## config.mk

```make
export PLATFORM = sky130hd
export DESIGN_NAME = bridge_rx
export DESIGN_NICKNAME = d
export VERILOG_FILES = /design/src/rtl/bridge_rx.sv
export SDC_FILE = /design/constraint.sdc
export NUM_CORES = 1
export LEC_CHECK = 0
export CAP_MARGIN = 20
export CORE_UTILIZATION = 55
export DETAILED_ROUTE_END_ITERATION = 8
export PLACE_DENSITY = 0.81
export SLEW_MARGIN = 5
export SYNTH_ARGS = -nofsm -noshare
export SYNTH_HDL_FRONTEND = slang
export SYNTH_SLANG_ARGS = --single-unit
```

## constraint.sdc

```tcl
create_clock -name clk -period 5.1 [get_ports clk]
set_input_delay 1.02 -clock clk [delete_from_list [all_inputs] [get_ports clk]]
set_output_delay 1.02 -clock clk [all_outputs]
set_load 0.02 [all_outputs]
```

## src/rtl/bridge_rx.sv

```systemverilog
// bridge_rx: host-to-bus half of the UART bridge.
//
// Parses ASCII request messages arriving one byte at a time from uart_rx
// and emits one bus request per complete, well-formed message:
//   read  : 'R' + ADDR_WIDTH/4 hex digits + CR|LF
//   write : 'W' + ADDR_WIDTH/4 hex digits + DATA_WIDTH/4 hex digits + CR|LF
// Hex digits accept upper and lower case and shift in MSB-first.
// A byte that is illegal at its position drops the partial message;
// an aborting 'R' or 'W' immediately starts a new message.
//
// Ports:
//   clk      system clock, all logic on rising edge
//   rst      synchronous reset, active high
//   data_i   received byte from uart_rx
//   valid_i  data_i valid this cycle (one pulse per byte)
//   addr_o   decoded request address (held until the next request)
//   data_o   decoded write data, 0 for reads (held until the next request)
//   rw_o     1 = write, 0 = read (held until the next request)
//   valid_o  one-cycle strobe marking a new request on addr_o/data_o/rw_o
//
// state | meaning
// ------+------------------------------------------------------------
// IDLE  | waiting for 'R' or 'W'; everything else (incl. CR/LF) ignored
// ADDR  | collecting address hex digits
// DATA  | collecting write-data hex digits (writes only)
// TERM  | all digits collected; expecting CR or LF to commit

module bridge_rx #(
  parameter int ADDR_WIDTH = 16,
  parameter int DATA_WIDTH = 16
) (
  input  logic                  clk,
  input  logic                  rst,
  input  logic [7:0]            data_i,
  input  logic                  valid_i,
  output logic [ADDR_WIDTH-1:0] addr_o,
  output logic [DATA_WIDTH-1:0] data_o,
  output logic                  rw_o,
  output logic                  valid_o
);

  localparam logic [1:0] S_IDLE = 2'd0;
  localparam logic [1:0] S_ADDR = 2'd1;
  localparam logic [1:0] S_DATA = 2'd2;
  localparam logic [1:0] S_TERM = 2'd3;

  localparam int ADDR_DIGITS = ADDR_WIDTH / 4;
  localparam int DATA_DIGITS = DATA_WIDTH / 4;
  localparam int MAX_DIGITS  = (ADDR_DIGITS > DATA_DIGITS) ? ADDR_DIGITS : DATA_DIGITS;
  localparam int CW          = (MAX_DIGITS > 1) ? $clog2(MAX_DIGITS) : 1;

  localparam logic [CW-1:0] ADDR_LAST = CW'(ADDR_DIGITS - 1);
  localparam logic [CW-1:0] DATA_LAST = CW'(DATA_DIGITS - 1);

  logic [1:0]            state;
  logic [CW-1:0]         cnt;
  logic [ADDR_WIDTH-1:0] addr_sr;
  logic [DATA_WIDTH-1:0] data_sr;
  logic                  rw_q;

  // Byte classification
  logic       is_hex;
  logic [3:0] nibble;
  logic       is_cmd;
  logic       is_write_cmd;
  logic       is_term;

  always_comb begin
    is_hex = 1'b0;
    nibble = 4'h0;
    if (data_i >= 8'h30 && data_i <= 8'h39) begin
      is_hex = 1'b1;
      nibble = data_i[3:0];
    end else if ((data_i >= 8'h41 && data_i <= 8'h46) ||
                 (data_i >= 8'h61 && data_i <= 8'h66)) begin
      // 'A'..'F' and 'a'..'f' share the low nibble 1..6
      is_hex = 1'b1;
      nibble = data_i[3:0] + 4'd9;
    end
  end

  assign is_write_cmd = (data_i == 8'h57);
  assign is_cmd       = (data_i == 8'h52) || is_write_cmd;
  assign is_term      = (data_i == 8'h0D) || (data_i == 8'h0A);

  // Shifted field values; the widened concat keeps this legal for 4-bit fields
  logic [ADDR_WIDTH+3:0] addr_ext;
  logic [DATA_WIDTH+3:0] data_ext;

  assign addr_ext = {addr_sr, nibble};
  assign data_ext = {data_sr, nibble};

  always_ff @(posedge clk) begin
    if (rst) begin
      state   <= S_IDLE;
      cnt     <= '0;
      addr_sr <= '0;
      data_sr <= '0;
      rw_q    <= 1'b0;
      addr_o  <= '0;
      data_o  <= '0;
      rw_o    <= 1'b0;
      valid_o <= 1'b0;
    end else begin
      valid_o <= 1'b0;
      if (valid_i) begin
        case (state)
          S_IDLE: begin
            if (is_cmd) begin
              state   <= S_ADDR;
              rw_q    <= is_write_cmd;
              cnt     <= '0;
              addr_sr <= '0;
              data_sr <= '0;
            end
          end

          S_ADDR: begin
            if (is_hex) begin
              addr_sr <= addr_ext[ADDR_WIDTH-1:0];
              if (cnt == ADDR_LAST) begin
                cnt   <= '0;
                state <= rw_q ? S_DATA : S_TERM;
              end else begin
                cnt <= cnt + CW'(1);
              end
            end else if (is_cmd) begin
              // resync: the aborting byte opens a new message
              state   <= S_ADDR;
              rw_q    <= is_write_cmd;
              cnt     <= '0;
              addr_sr <= '0;
              data_sr <= '0;
            end else begin
              state <= S_IDLE;
            end
          end

          S_DATA: begin
            if (is_hex) begin
              data_sr <= data_ext[DATA_WIDTH-1:0];
              if (cnt == DATA_LAST) begin
                cnt   <= '0;
                state <= S_TERM;
              end else begin
                cnt <= cnt + CW'(1);
              end
            end else if (is_cmd) begin
              state   <= S_ADDR;
              rw_q    <= is_write_cmd;
              cnt     <= '0;
              addr_sr <= '0;
              data_sr <= '0;
            end else begin
              state <= S_IDLE;
            end
          end

          S_TERM: begin
            if (is_term) begin
              addr_o  <= addr_sr;
              data_o  <= rw_q ? data_sr : '0;
              rw_o    <= rw_q;
              valid_o <= 1'b1;
              state   <= S_IDLE;
            end else if (is_cmd) begin
              state   <= S_ADDR;
              rw_q    <= is_write_cmd;
              cnt     <= '0;
              addr_sr <= '0;
              data_sr <= '0;
            end else begin
              state <= S_IDLE;
            end
          end

          default: state <= S_IDLE;
        endcase
      end
    end
  end

endmodule
```

==> results.sh <==
export IMPL_seqPwrFrac=0.507
export IMPL_rsz0062_at_grt="false"
export IMPL_grt_pass1_vias=2206
export IMPL_portBuffers=44
export IMPL_root_buffer="clkbuf_8"
export IMPL_dp_cells=412
export IMPL_worst_path_most_repeated_cell="inv_1"
export IMPL_synth_nets=335
export IMPL_dr_pass1_iters=4
export IMPL_fp_dieW_um=74.92
export IMPL_final_cell_mix="71 x dfxtp_1, 61 x nand2_1, 44 x clkdlybuf4s50_1"
export IMPL_wl_per_cell_um=14.76
export IMPL_cts_clk_slew_worst_paths_ns=0.07
export IMPL_synth_seq_area_share=0.4861
export IMPL_status="finished, final reports clean"
export IMPL_synth_top_area_frac=0.4861
export IMPL_die_y_um=74.92
export IMPL_synth_area_um2=2924
export IMPL_yosys_warnings=0
export IMPL_setup_tns_ns=0
export IMPL_cts_tree="done"
export IMPL_hold_class="reg2reg"
export IMPL_ys_seq_elements=71
export IMPL_finalCritPeriodShare=0.6166
export IMPL_grt_use_total=0.2424
export IMPL_ios=45
export IMPL_cp_cell_sequence="clkdlybuf4s50_1 > inv_1 > ha_1 > mux2_1 > nand4_1 > inv_1 > o311ai_4 > a22o_1"
export IMPL_r2r_setup_slack_ns=2.95
export IMPL_via_per_inst=5.653
export IMPL_switching_share=0.2233
export IMPL_intPower_w=0.0008494
export IMPL_crit_path_max_incr_delay_ns=0.58
export IMPL_dp_hpwl_mm=4.210
export IMPL_clockBufferDepth=2
export IMPL_slew_violations=0
export IMPL_cp_num_buf_inv=3
export IMPL_wirelength_mm=6.346
export IMPL_antenna_cells=0
export IMPL_rows=26
export IMPL_antenna_left=0
export IMPL_gp_congestion=0.9354
export IMPL_hold_viol_final=0
export IMPL_synth_area_leaders="dfxtp_1 49%, a22o_1 8.1%, nand2_1 7.8%, a21oi_1 6.7%, nand3_1 4.3%"
export IMPL_final_common_cell="dfxtp_1"
export IMPL_initial_utilization=0.5725
export IMPL_die_area_um2=5612
export IMPL_crit_family="buffers and inverters"
export IMPL_crit_type="in2reg"
export IMPL_setup_violations=0
export IMPL_crit_slowest_cell="o311ai_4"
export IMPL_leakagePower_nw=1.279
export IMPL_cts_num_sinks=71
export IMPL_fmax_mhz=318.0
export IMPL_cts_hold_repair_buffers=0
export IMPL_drtIter0Drc=133
export IMPL_p_per_area_nw_per_um2=302.4
export IMPL_cts_setup_buffers=0
export IMPL_cts_resized=0
export IMPL_period_minus_slack_ns=3.144
export IMPL_yosysTopAreaCell="dfxtp_1"
export IMPL_clk_latency_ns=0.35
export IMPL_num_vias=2431
export IMPL_p_sw_w=0.0002442
export IMPL_avgSynthCellArea_um2=9.283
export IMPL_coreArea_um2=5107
export IMPL_cp_max_fo=16
export IMPL_crit_arrival_ns=3.43
export IMPL_grt_max_degree=35
export IMPL_start_kind="input pin"
export IMPL_endpoint_kind="flop"
export IMPL_gr_total_overflow=0
export IMPL_syn_inst=315
export IMPL_clkPwrFrac=0.452
export IMPL_whs_ns=0.4511
export IMPL_drv_cap=0
export IMPL_ys_types=47
export IMPL_synthToLayoutAreaGrowth_pct=23.66
export IMPL_maxSlewHeadroom=0.5296
export IMPL_antenna_found_initial=0
export IMPL_grt_pass1_wl_mm=10.19
export IMPL_drc=0
export IMPL_final_cells=430
export IMPL_nNetsFinal=375
export IMPL_finClkSkew_ns=0.008865
export IMPL_required_ns=5.39
export IMPL_combPwrFrac=0.041
export IMPL_numCtsBuffers=9
export IMPL_ir_worst_vdd_v=0.0001215
export IMPL_htreeDepth=3
export IMPL_worst_pin_slew_ns=0.7046
export IMPL_drive_gt1_frac=0.07500
[flip-flops by register name, indices dropped and copies added, names as in the netlist]
name	flops
addr_o	16
addr_sr	16
cnt	2
data_o	16
data_sr	16
rw_o	1
rw_q	1
state	2
valid_o	1
[worst reg2reg max path: cells and delay by family, from the launching register on]
family	cells	cell delay [ns]
AOI/OAI and AO/OA	4	1.29
adders and majority gates	1	0.21
DFF	1	0.39
and+or+nand+nor	1	0.20
[metrics by stage]
step	util	setup slack, ns	cell area, um2	total power, W
global placement	0.6561	1.544	3351	0.0006112
global route	0.7080	1.804	3616	0.001122
CTS	0.6997	1.835	3573	0.001099
finish	0.7080	1.956	3616	0.001094
detailed placement	0.6561	1.507	3351	0.0006123
floorplan	-	2.501	2924	0.0005957
[synth_stat cells, drive strengths merged]
library cell,instances
a211oi,1
a21bo,1
a21boi,1
a21oi,42
a221oi,1
a22o,27
a31oi,1
a32o,2
and2,1
and3,2
and4,1
buf,9
clkbuf,9
dfxtp,71
ha,9
inv,8
mux2,1
mux2i,1
nand2,61
nand2b,1
nand3,25
nand4,3
nand4bb,1
nor2,9
nor2b,3
nor3,1
nor3b,1
nor4,1
nor4bb,1
o211ai,2
o21a,1
o21ai,6
o21ba,1
o2bb2ai,4
o311ai,2
o41ai,1
or3,1
or3b,1
or4,1
[cells by family after synthesis]
logic type	share of synthesized area
and+or+nand+nor	0.1844
AOI/OAI and AO/OA	0.2362
DFF	0.4861
buffers and inverters	0.04749
adders and majority gates	0.03851
muxes	0.007274
[cell type report]
| type | count | area, um2 |
|---|---|---|
| clock buffers | 10 | 127.6 |
| clock inverters | 6 | 95.09 |
| repair buffers | 47 | 490.5 |
| well taps | 70 | 87.58 |
| fillers | 413 | 1491 |
| flip-flops and latches | 71 | 1421 |
| multi-input cells | 218 | 1364 |
| inverters | 8 | 30.03 |
[routing by layer]
metal  track usage  wire length, um  vias to the layer above
met2        0.3944             3059                       67
met5             0                0                        -
met4        0.1342              178                        0
li1              -                -                     1212
met3       0.04552              264                       18
met1        0.3039             2844                     1134
[power by group through the flow]
stage	registers [W]	clock network (W)	logic [W]
final	0.000554	0.000494	0.0000454
after detailed placement	0.000567	0	0.0000451
after CTS	0.000554	0.000499	0.0000454
after global placement	0.000567	0	0.0000440
after global routing	0.000554	0.000518	0.0000494
after floorplan	0.000567	0	0.0000286
[final timing paths]
check,cells after the start,to,start
worst max-delay path,8,data_sr[10],data_i[0]
worst min-delay path,2,data_o[7],data_o[7]
worst max register to register,6,addr_sr[5],state[0]
worst min register to register,2,data_o[7],data_o[7]
(Power assumes the default switching activity.)
